File: config.mk
export PLATFORM = sky130hd
export DESIGN_NAME = sc_stream_ctrl
export DESIGN_NICKNAME = d
export VERILOG_FILES = /design/src/rtl/sc_pkg.sv /design/src/rtl/sc_stream_ctrl_ones_counter.sv /design/src/rtl/sc_stream_ctrl.sv
export SDC_FILE = /design/constraint.sdc
export NUM_CORES = 1
export LEC_CHECK = 0
export CORE_MARGIN = 2
export CORE_UTILIZATION = 50
export CTS_BUF_LIST = sky130_fd_sc_hd__clkbuf_8 sky130_fd_sc_hd__clkbuf_16
export DETAILED_ROUTE_END_ITERATION = 10
export GPL_ROUTABILITY_DRIVEN = 0
export MAX_ROUTING_LAYER = met4
export PLACE_DENSITY_LB_ADDON = 0.08
export SYNTH_ARGS = -nofsm -noshare
export SYNTH_HDL_FRONTEND = slang
export SYNTH_SLANG_ARGS = --single-unit
export TNS_END_PERCENT = 30
File: constraint.sdc
create_clock -name clk -period 3.9 [get_ports clk]
set_input_delay 0.78 -clock clk [delete_from_list [all_inputs] [get_ports clk]]
set_output_delay 0.78 -clock clk [all_outputs]
set_load 0.1 [all_outputs]
File: src/rtl/sc_pkg.sv
// Shared definitions for the stochastic stream controller.
//   sc_ctrl_state_t : controller FSM state encoding
//   stream_len()    : number of stream cycles for a given word width
//   MAX_KERNEL_LAT  : deepest supported kernel pipeline
package sc_pkg;

  typedef enum logic [2:0] {
    IDLE  = 3'd0,
    LOAD  = 3'd1,
    RUN   = 3'd2,
    DRAIN = 3'd3,
    DONE  = 3'd4
  } sc_ctrl_state_t;

  localparam int MAX_KERNEL_LAT = 15;

  function automatic int unsigned stream_len(input int unsigned width);
    return 32'd1 << width;
  endfunction

endpackage

File: src/rtl/sc_stream_ctrl_ones_counter.sv
// sc_ones_counter: counts returned stochastic ones over the stream window.
// The window marker is delayed by KERNEL_LAT cycles so that it lines up with
// the kernel output.
//   clk, reset : clock, async active-low reset
//   clr        : clear the count (start of a new stream)
//   win        : stream window marker (sc_bit_valid)
//   sc_in      : stochastic bit returned by the kernel
//   count      : ones count, WIDTH+1 bits so a full stream of ones fits
//   busy       : window still active or still travelling through the delay
module sc_ones_counter #(
  parameter int WIDTH      = 8,
  parameter int KERNEL_LAT = 0
) (
  input  logic             clk,
  input  logic             reset,
  input  logic             clr,
  input  logic             win,
  input  logic             sc_in,
  output logic [WIDTH:0]   count,
  output logic             busy
);

  logic cnt_en;

  if (KERNEL_LAT == 0) begin : g_nolat
    assign cnt_en = win;
    assign busy   = win;
  end else begin : g_lat
    logic [KERNEL_LAT-1:0] sr;

    always_ff @(posedge clk or negedge reset) begin
      if (!reset) begin
        sr <= '0;
      end else begin
        sr[0] <= win;
        for (int i = 1; i < KERNEL_LAT; i++) sr[i] <= sr[i-1];
      end
    end

    assign cnt_en = sr[KERNEL_LAT-1];
    assign busy   = win | (|sr);
  end

  always_ff @(posedge clk or negedge reset) begin
    if (!reset) begin
      count <= '0;
    end else if (clr) begin
      count <= '0;
    end else if (cnt_en && sc_in) begin
      count <= count + (WIDTH+1)'(1);
    end
  end

endmodule

File: src/rtl/sc_stream_ctrl.sv
// sc_stream_ctrl: one stream lane of the stochastic Sobel datapath.
// Restarts and steps an added-zero LFSR, turns a binary value into a unipolar
// bitstream by comparison, counts the ones coming back from the kernel and
// returns the count through a valid/ready handshake.
//   clk, reset              : clock, async active-low reset
//   in_valid/in_ready/value : operand handshake (accepted only in IDLE)
//   lfsr_data               : current generator word
//   lfsr_enable/restart     : generator step / seed reload
//   sc_bit, sc_bit_valid    : registered stochastic bit and its window
//   sc_in                   : bit returned by the kernel (KERNEL_LAT later)
//   out_valid/out_ready     : result handshake
//   result                  : ones count, 0..2^WIDTH
// KERNEL_LAT must stay within 0..MAX_KERNEL_LAT.
//
// state | meaning
// IDLE  | waiting for an operand, in_ready high
// LOAD  | one cycle, generator reloads its seed
// RUN   | 2^WIDTH cycles of bit generation, generator stepping
// DRAIN | waiting for the delayed count window to close
// DONE  | result offered until out_ready
module sc_stream_ctrl
  import sc_pkg::*;
#(
  parameter int WIDTH      = 8,
  parameter int KERNEL_LAT = 0
) (
  input  logic             clk,
  input  logic             reset,
  input  logic             in_valid,
  output logic             in_ready,
  input  logic [WIDTH-1:0] value,
  input  logic [WIDTH-1:0] lfsr_data,
  output logic             lfsr_enable,
  output logic             lfsr_restart,
  output logic             sc_bit,
  output logic             sc_bit_valid,
  input  logic             sc_in,
  output logic             out_valid,
  input  logic             out_ready,
  output logic [WIDTH:0]   result
);

  sc_ctrl_state_t   state;
  logic [WIDTH-1:0] value_q;
  logic [WIDTH-1:0] cyc;
  logic [WIDTH:0]   count;
  logic             busy;
  logic             clr;

  // Count clears on the accepting edge, so DONE of the previous stream
  // keeps its result visible until a new operand is taken.
  assign clr = (state == IDLE) && in_valid;

  sc_ones_counter #(
    .WIDTH      (WIDTH),
    .KERNEL_LAT (KERNEL_LAT)
  ) u_ones_counter (
    .clk   (clk),
    .reset (reset),
    .clr   (clr),
    .win   (sc_bit_valid),
    .sc_in (sc_in),
    .count (count),
    .busy  (busy)
  );

  always_ff @(posedge clk or negedge reset) begin
    if (!reset) begin
      state        <= IDLE;
      in_ready     <= 1'b1;
      lfsr_enable  <= 1'b0;
      lfsr_restart <= 1'b0;
      sc_bit       <= 1'b0;
      sc_bit_valid <= 1'b0;
      out_valid    <= 1'b0;
      result       <= '0;
      value_q      <= '0;
      cyc          <= '0;
    end else begin
      case (state)
        IDLE: begin
          if (in_valid) begin
            value_q      <= value;
            in_ready     <= 1'b0;
            lfsr_restart <= 1'b1;
            state        <= LOAD;
          end
        end
        LOAD: begin
          lfsr_restart <= 1'b0;
          lfsr_enable  <= 1'b1;
          cyc          <= '0;
          state        <= RUN;
        end
        RUN: begin
          sc_bit       <= (value_q > lfsr_data);
          sc_bit_valid <= 1'b1;
          cyc          <= cyc + WIDTH'(1);
          // All-ones cyc is the last of the 2^WIDTH stream cycles.
          if (&cyc) begin
            lfsr_enable <= 1'b0;
            state       <= DRAIN;
          end
        end
        DRAIN: begin
          sc_bit       <= 1'b0;
          sc_bit_valid <= 1'b0;
          // busy covers sc_bit_valid itself, so the first DRAIN edge never
          // finishes: the last stream bit is still being counted.
          if (!busy) begin
            result    <= count;
            out_valid <= 1'b1;
            state     <= DONE;
          end
        end
        DONE: begin
          if (out_ready) begin
            out_valid <= 1'b0;
            in_ready  <= 1'b1;
            state     <= IDLE;
          end
        end
        default: state <= IDLE;
      endcase
    end
  end

endmodule

==> results of run 1 <==
## layout by cell type, fill, tap and decap left out, types with 2 or more instances in the layout
cell / Yosys / final
sky130_fd_sc_hd__or3_1: 3 / 3
sky130_fd_sc_hd__xnor2_1: 2 / 2
sky130_fd_sc_hd__o21ai_0: 18 / 18
sky130_fd_sc_hd__xor2_1: 5 / 5
sky130_fd_sc_hd__mux2_2: 15 / 15
sky130_fd_sc_hd__nor2_1: 12 / 12
sky130_fd_sc_hd__clkbuf_8: 0 / 5
sky130_fd_sc_hd__clkdlybuf4s50_1: 0 / 34
sky130_fd_sc_hd__and3_1: 2 / 2
sky130_fd_sc_hd__nand4_1: 4 / 4
sky130_fd_sc_hd__dfrtp_1: 42 / 42
sky130_fd_sc_hd__nand2_1: 24 / 24
sky130_fd_sc_hd__nand3_1: 6 / 6
sky130_fd_sc_hd__nor3_1: 6 / 6
sky130_fd_sc_hd__inv_1: 10 / 11
sky130_fd_sc_hd__a21oi_1: 18 / 18
sky130_fd_sc_hd__ha_1: 10 / 10
## flip-flops by register name (all words and copies together) (netlist names)
name,cells
result,9
u_ones_counter.count,9
cyc,8
value_q,8
state,3
in_ready,1
lfsr_enable,1
lfsr_restart,1
out_valid,1
sc_bit,1
sc_bit_valid,1
## power by group through the flow
stage	Combinational (uW)	Clock, uW	Sequential (uW)
4_1_cts	802	279	723
2_1_floorplan	445	0	887
6_report	792	275	721
3_5_place_dp	796	0	732
3_3_place_gp	785	0	728
5_1_grt	868	296	745
## per-stage QoR
step | setup WS, ns | area, um2 | power, uW
after floorplan | 1.99 | 2140 | 1330
after global routing | 0.993 | 2600 | 1910
after global placement | 1.41 | 2520 | 1510
final | 1.07 | 2600 | 1790
after CTS | 1.06 | 2600 | 1800
after detailed placement | 1.39 | 2520 | 1530
## cells by family after synthesis
kind of cell    Yosys count  share of synthesized area [%]
flops                    43                           50.3
simple gates             66                           15.5
fa+ha+maj                10                           5.84
compound gates           47                           13.1
xor+xnor                  7                           2.86
mux                      16                           8.42
buf+inv                  20                           3.97
## routing by layer
| layer | vias up | wire length, um | part of all wire (%) | GRT usage [%] |
|---|---|---|---|---|
| met5 | - | 0 | 0 | - |
| met4 | 0 | 59 | 1.5 | 6.97 |
| met3 | 5 | 141 | 3.5 | 3.49 |
| met2 | 33 | 1780 | 44 | 27.5 |
| met1 | 753 | 2040 | 51 | 25.3 |
| li1 | 815 | - | - | - |
## cell type report
cell class / instances / share of cell area, %
Inverter: 12 / 1.73
Clock buffer: 5 / 2.65
Tap cell: 50 / 2.41
Clock inverter: 3 / 0.625
Sequential cell: 43 / 41.4
Multi-Input combinational cell: 146 / 37.6
Timing Repair Buffer: 36 / 13.6
## worst paths after layout
| kind | to | slack (ns) | start | cells after the start |
|---|---|---|---|---|
| worst min register to register | result[7] | 0.50 | result[7] | 1 |
| min in group asynchronous | state[1] | 0.63 | reset | 1 |
| worst max-delay path | sc_bit_valid | 1.07 | sc_bit_valid | 1 |
| max in group asynchronous | u_ones_counter.count[1] | 2.68 | reset | 1 |
| worst max register to register | result[3] | 1.91 | state[2] | 3 |
| worst min-delay path | result[7] | 0.50 | result[7] | 1 |
## cells in the mapped netlist, types with 2 or more instances
library cell / n
sky130_fd_sc_hd__inv_1: 10
sky130_fd_sc_hd__xor2_1: 5
sky130_fd_sc_hd__nand4_1: 4
sky130_fd_sc_hd__mux2_2: 15
sky130_fd_sc_hd__o21ai_0: 18
sky130_fd_sc_hd__buf_2: 5
sky130_fd_sc_hd__or3_1: 3
sky130_fd_sc_hd__xnor2_1: 2
sky130_fd_sc_hd__ha_1: 10
sky130_fd_sc_hd__nand3_1: 6
sky130_fd_sc_hd__clkbuf_1: 2
sky130_fd_sc_hd__dfrtp_1: 42
sky130_fd_sc_hd__nor2_1: 12
sky130_fd_sc_hd__and3_1: 2
sky130_fd_sc_hd__nor3_1: 6
sky130_fd_sc_hd__a21oi_1: 18
sky130_fd_sc_hd__nand2_1: 24
==> impl.org, run 1 <==
** Outcome
- The flow ran to the end, and the final reports show no timing, DRC or antenna violations.

** Power and ir drop
- Power spread over the standard cell area amounts to about 700 nW/um2.
- Of the total power, the share spent switching nets is between 40% and 50%.
- Logic gate share of total power :: roughly 44%
- Switch Pwr :: around 820 uW
- Maximum vdd ir drop :: between 500 and 600 uV
- The share of total power dissipated in sequential elements is about 40%.
- Clock power frac :: between 10% and 20%
- Leak pwr :: between 0.001 and 0.0015 uW
- Cell internal power was estimated by the tool at between 900 and 1000 uW.

** Timing
- Hold timing on the final database bottoms out at a slack of around 0.5 ns.
- Between clock sinks in the finished design, the worst skew comes to approximately 0.011 ns.
- Of the available clock period, the critical path in the final layout requires between 70% and 80%.
- RSZ-0062 raised after global routing :: false
- Total Negative Setup Slacks :: 0 ns
- Pins over their slew limit :: 0
- The count of endpoints failing hold in the final timing report came to 0.
- Worst slew margin :: a little over a third
- The routed design could run at a clock period as short as 2.83 ns.
- Derived from the worst setup path, the maximum achievable clock frequency is about 350 MHz.
- At the pin with the least slew margin, the transition time is 0.972 ns.
- Setup violations remaining at the end of the flow were counted as 0.

** Yosys
- Synth area leader :: sky130_fd_sc_hd__dfrtp_1
- Sequential share of the synthesized area :: 50.3%
- Total of flip-flops plus latches after synthesis :: between 40 and 50
- The cell area that synthesis handed to floorplanning was ~2100 um2.
- Gate count of the mapped netlist :: approximately 210
- Of the post-synthesis cell area, the dominant cell type holds around half.
- Of all flip-flops after synthesis, the portion carrying an async set or reset was between 90% and 100%.
- Number of warnings printed during yosys synthesis :: 0
- The number of nets in the synthesized netlist is 240.
- Number of distinct library cell variants in the gate-level netlist after synthesis :: 42
- Yosys attributes the largest share of cell area to sky130_fd_sc_hd__dfrtp_1, sky130_fd_sc_hd__mux2_2, sky130_fd_sc_hd__ha_1.
- Mean Syn Cell Area :: roughly 10 um2
- Number of enable-type register cells in the synthesized netlist :: 0
- Flip-flop cell with the highest count after synthesis :: sky130_fd_sc_hd__dfrtp_1

** Clock tree
- In this run the deepest clock path goes through 2 buffers.
- TritonCTS built the clock tree.
- Clock latency on the worst-skew pair :: roughly 0.3 ns
- The cell sitting at the root of the clock tree is a sky130_fd_sc_hd__clkbuf_8.
- The clock tree synthesis step divided the H-tree into 2 levels.
- The number of hold buffers added after CTS was 0.
- Post_cts resized :: 0
- Counting every sink on the clock net gives 43.
- Number of buffers added by the clock tree synthesis step :: 5
- Setup Fix Bufs, Post-CTS :: 0
- Clock-pin slew reported for the worst setup and hold paths after clock tree synthesis :: approximately 0.090 ns

** Final layout
- Multi-input logic area :: around 980 um2
- Share of final-layout standard cells stronger than drive strength 1 :: between 10% and 20%
- The final layout contains around 280 nets.
- Filler cell count :: roughly 370
- Sequential cell area :: between 1000 and 1500 um2
- Compared with the post-synthesis result, the final layout area differs by 21.5%.
- Antenna diode count :: 0
- Once layout is complete, the utilization of the core stands at between 60% and 70%.
- Once layout is complete, the cells apart from fillers number between 200 and 300.

** Die
- Once the floorplan was initialized, standard cells occupied between 50% and 60% of the core.
- The floorplan step set the die width to ~69 um.
- IO Pins :: 36
- The floorplan has 23 rows.
- The total area inside the core boundary comes to approximately 4100 um2.
- Measured along the y axis, the die boundary spans roughly 69 um.
- Die Footprint :: ~4800 um2

** Critical path
- Critical path peak fanout :: 10
- Ordered list of cells on the worst path :: clkdlybuf4s50_1
- STA classifies the critical path endpoint as a primary output.
- STA classifies the critical path startpoint as a register.
- Together, buffers and inverters on the worst path number 1.
- Crit-path slowest cell :: sky130_fd_sc_hd__clkdlybuf4s50_1
- The kind of cell with the highest combined delay along the critical path is buffers and inverters.
- Arrival time of the worst setup path :: a little over 2 ns
- For the worst setup path, the data required time is ~3.1 ns.
- For this run, the slowest stage of the critical path takes 1.20 ns.
- The setup path with the least slack is of type reg2out.

** Routing
- The pre-antenna-repair detailed-routing pass consisted of 4 iterations.
- Summed over all layers, the routed wires come to 4.02 mm.
- Detailed router's first-iteration violation count :: 86
- In the routed design, unresolved DRC markers number 0.
- The final route contains 1606 vias.
- Wirelength per Cell :: 13.6 um
- Post-DRT Antenna Nets :: 0
- Dividing the detail-routed via count by the number of cells gives 5.44.

** Global route
- Global routing used 18.5% of the available tracks.
- For this run the aggregate overflow at the end of global routing stands at 0.
- Number of global-route vias before repair :: approximately 1600
- Maximum number of pins on one net before global-route repair :: 44
- The initial antenna violation count was 0.
- Global-route wire length before repair :: approximately 7 mm

** Flow run
- Max-capacitance violation count :: 0

** Placement
- Number of placed cells counting well taps :: around 290
- The count of buffers added on input and output ports is 35.
- Detailed placement finished with a half-perimeter wire length of ~2.8 mm.

** Min path
- The min-delay analysis places its worst path in the category reg2reg.
Power figures use the tool's default switching activity.
==> run 2, diff against run 1 <==
==> constraint.sdc (replaced) <==
create_clock -name clk -period 2.86 [get_ports clk]
set_input_delay 0.572 -clock clk [delete_from_list [all_inputs] [get_ports clk]]
set_output_delay 0.572 -clock clk [all_outputs]
set_load 0.1 [all_outputs]
==> run 2 against run 1 <==
Effect of this change: sequential power up 34%; final cell count is 0.68% higher; wire length is 1.6% higher; global-route usage increased by 1.4 points; core utilization increased by 0.25 points; via count barely moved; die area unchanged; clock skew fell by 0.0039 ns; sequential share of layout area decreased by 0.16 points; register-to-register slack got worse by 1.0 ns; first-iteration DRC count grew 23%.
==> impl.org, run 2 (synthesis gave the netlist of run 1 again) <==
** Flow run
- Max-capacitance violation count :: 0 (unchanged)

** Clock tree
- Clock latency on the worst-skew pair :: 0.29 ns (was 0.30 ns)
- Number of buffers added by the clock tree synthesis step :: 5 (unchanged)
- The quantity of gates resized following cts is 0 (unchanged).
- Clock tree from TritonCTS :: yes (unchanged)
- CTS Root Buffer Type :: sky130_fd_sc_hd__clkbuf_8 (unchanged)
- Total clock sinks :: 43 (unchanged)
- The total number of H-tree levels was 2 (unchanged).
- The worst-case clock buffer depth came to 2 (unchanged).
- Clock-pin slew reported for the worst setup and hold paths after clock tree synthesis :: 0.08 ns (was 0.09 ns)
- The post-CTS repair timing setup buffer count was 0 (unchanged).
- Hold buffers post-CTS :: 0 (unchanged)

** Final layout
- Total number of nets in the final design :: 277 (was 275)
- The final antenna diode count was 0 (unchanged).
- Top library cells by usage in the layout, fill and taps aside :: sky130_fd_sc_hd__dfrtp_1, sky130_fd_sc_hd__nand2_1, sky130_fd_sc_hd__clkdlybuf4s50_1 (was sky130_fd_sc_hd__dfrtp_1, sky130_fd_sc_hd__clkdlybuf4s50_1, sky130_fd_sc_hd__nand2_1, sky130_fd_sc_hd__o21ai_0, sky130_fd_sc_hd__a21oi_1)
- Share of final-layout standard cells stronger than drive strength 1 :: 20.2% (was 13.1%)
- Most frequent standard cell in the layout excluding fill and tap cells :: sky130_fd_sc_hd__dfrtp_1 (unchanged)
- Area delta synth->final :: 22.0% (was 21.5%)
- Largest registers in the final layout :: result x9, u_ones_counter.count x9 (unchanged)

** Timing
- Total Negative Setup Slacks :: 0 ns (unchanged)
- RSZ-0062 raised after global routing :: false (unchanged)
- Worst slew margin :: 37.8% (was 35.0%)
- Minimum period implied by the final worst setup slack :: approximately 2.0 ns
- The setup clock skew after layout was 0.00752 ns (was 0.0114 ns).
- Number of failing setup endpoints in the final timing report :: 0 (unchanged)
- The count of endpoints failing hold in the final timing report is 0 (unchanged).
- The final critical path takes up 69.6% of the cycle.
- The number of max-slew violations in the final report is 0 (unchanged).
- Static timing analysis puts the maximum clock frequency at 503 MHz.
- The pin slew with the least headroom to its limit is 0.933 ns (was 0.972 ns).
- The post-route worst setup slack was 0.871 ns (was 1.07 ns).

** Global route
- The wire length of the first global-routing pass was 7.47 mm (was 7.00 mm).
- Maximum number of pins on one net before global-route repair :: 44 (unchanged)
- The aggregate global routing overflow was 0 (unchanged).
- The via count of the first global-routing pass is 1608 (was 1571).
- The overall fraction of global-route tracks in use is 19.9% (was 18.5%).
- The initial antenna violation count is 0 (unchanged).

** Routing
- Remaining design rule violation count :: 0 (unchanged)
- Average vias per placed instance :: 5.41 (was 5.44)
- The count of nets left with antenna violations after detail routing is 0 (unchanged).
- Wirelength per Cell :: 13.8 um (was 13.6 um)
- The violation count after the first detailed-route iteration is 106 (was 86).
- The first-pass detailed-route iteration total is 4 (unchanged).
- Routed met1 length :: 2.06 mm (was 2.04 mm)
- Number of vias in the routed layout :: 1607 (was 1606)
- Met2 wire length :: 1.82 mm (was 1.78 mm)
- Routed wire length on met3 :: 184 um (was 141 um)
- The post-detailed-routing wire length is 4.09 mm (was 4.02 mm).
- The highest metal layer with signal wires is met4 (unchanged).

** Critical path
- Kind of critical path :: reg2reg (was reg2out)
- The required time of the worst setup path came to 3.04 ns (was 3.12 ns).
- Ordered list of cells on the worst path :: nand2b_1 -> nor3_4 -> mux2_2 (was clkdlybuf4s50_1)
- Reg-to-reg setup timing slack :: 0.87 ns (was 1.91 ns)
- Critical Path Sink Type :: register (was primary output)
- The largest stage delay on the critical path came to 0.58 ns (was 1.20 ns).
- The sort of element at the start of the critical path was a register (unchanged).
- The cell with the largest stage delay on the worst path is sky130_fd_sc_hd__dfrtp_1 (was sky130_fd_sc_hd__clkdlybuf4s50_1).
- Endpoint of the lowest-slack register-to-register path :: result[6] (was result[3])
- The highest net fanout along the worst path was 12 (was 10).
- The length in cells of the worst reg-to-reg path came to 3 (unchanged).
- Worst flop-to-flop path startpoint :: state[1] (was state[2])
- The arrival time of data at the critical path endpoint came to 2.17 ns (was 2.05 ns).

** Die
- The total number of placement rows is 23 (unchanged).
- Die Footprint :: 4820 um2 (unchanged)
- The chip width is 69.4 um (unchanged).
- The area of the core region was 4060 um2 (unchanged).
- Starting utilization of the core area :: 52.8% (unchanged)
- The number of top-level pins is 36 (unchanged).
- The height of the chip came to 69.4 um (unchanged).

** Power and ir drop
- Maximum vdd ir drop :: 639 uV (was 505 uV)
- Leak pwr :: 0.00119 uW (was 0.00114 uW)
- The total power density per cell area is 979 nW/um2 (was 687 nW/um2).

** Outcome
- Outcome: finished, final reports clean (unchanged).

** Placement
- The post-place setup slack came to 0.785 ns (was 1.39 ns).
- Sum of net half-perimeters after detailed placement :: 2.81 mm (was 2.84 mm)
- Quantity of I/O buffers inserted on ports :: 35 (unchanged)

** Min path
- The type of the worst min-delay path was in2async (was reg2reg).
[run 2: per-layer routing]
metal  track usage, %  vias to the layer above
li1                 -                      814
met4             4.58                        0
met5                -                        -
met3             5.81                        2
met2             30.0                       41
met1             26.7                      750
[run 2: how the worst max path moves through the flow]
stage / to / slack, ns / from / cells after the start
after floorplan: u_ones_counter.count[3] / 0.95 / sc_bit_valid / 4
after global placement: sc_bit / 0.79 / lfsr_data[1] / 7
after detailed placement: sc_bit / 0.78 / lfsr_data[1] / 7
after CTS: result[6] / 0.86 / state[1] / 3
after global routing: result[4] / 0.73 / state[1] / 3
final: result[6] / 0.87 / state[1] / 3
[run 2: critical path, delay by kind of cell, from the launching register on]
kind / cells / cell delay [ns]
DFF: 1 / 0.58
muxes: 1 / 0.40
and+or+nand+nor: 2 / 0.89
[run 2: per-stage QoR]
| stage | util, % | cell area [um2] | cells | total power, uW | hold slack, ns |
|---|---|---|---|---|---|
| finish | 64.4 | 2610 | 297 | 2560 | 0.399 |
| global route | 64.4 | 2610 | 297 | 2750 | 0.500 |
| CTS | 64.4 | 2610 | 297 | 2580 | 0.441 |
| detailed placement | 61.5 | 2490 | 289 | 2080 | 0.487 |
| global placement | 61.5 | 2490 | 289 | 2060 | 0.475 |
| floorplan | - | 2140 | 209 | 1820 | 0.276 |
[run 2: area by class of cell]
| type | count | area (um2) |
|---|---|---|
| fillers | 335 | 1450 |
| flip-flops and latches | 43 | 1080 |
| multi-input cells | 146 | 978 |
| repair buffers | 38 | 330 |
| clock buffers | 6 | 82.6 |
| well taps | 50 | 62.6 |
| inverters | 12 | 45.0 |
| clock inverters | 2 | 35.0 |
[run 2: where the power goes]
group	internal, uW	switching (uW)
combinational	373	728
clock	283	204
sequential	778	190
total	1430	1120
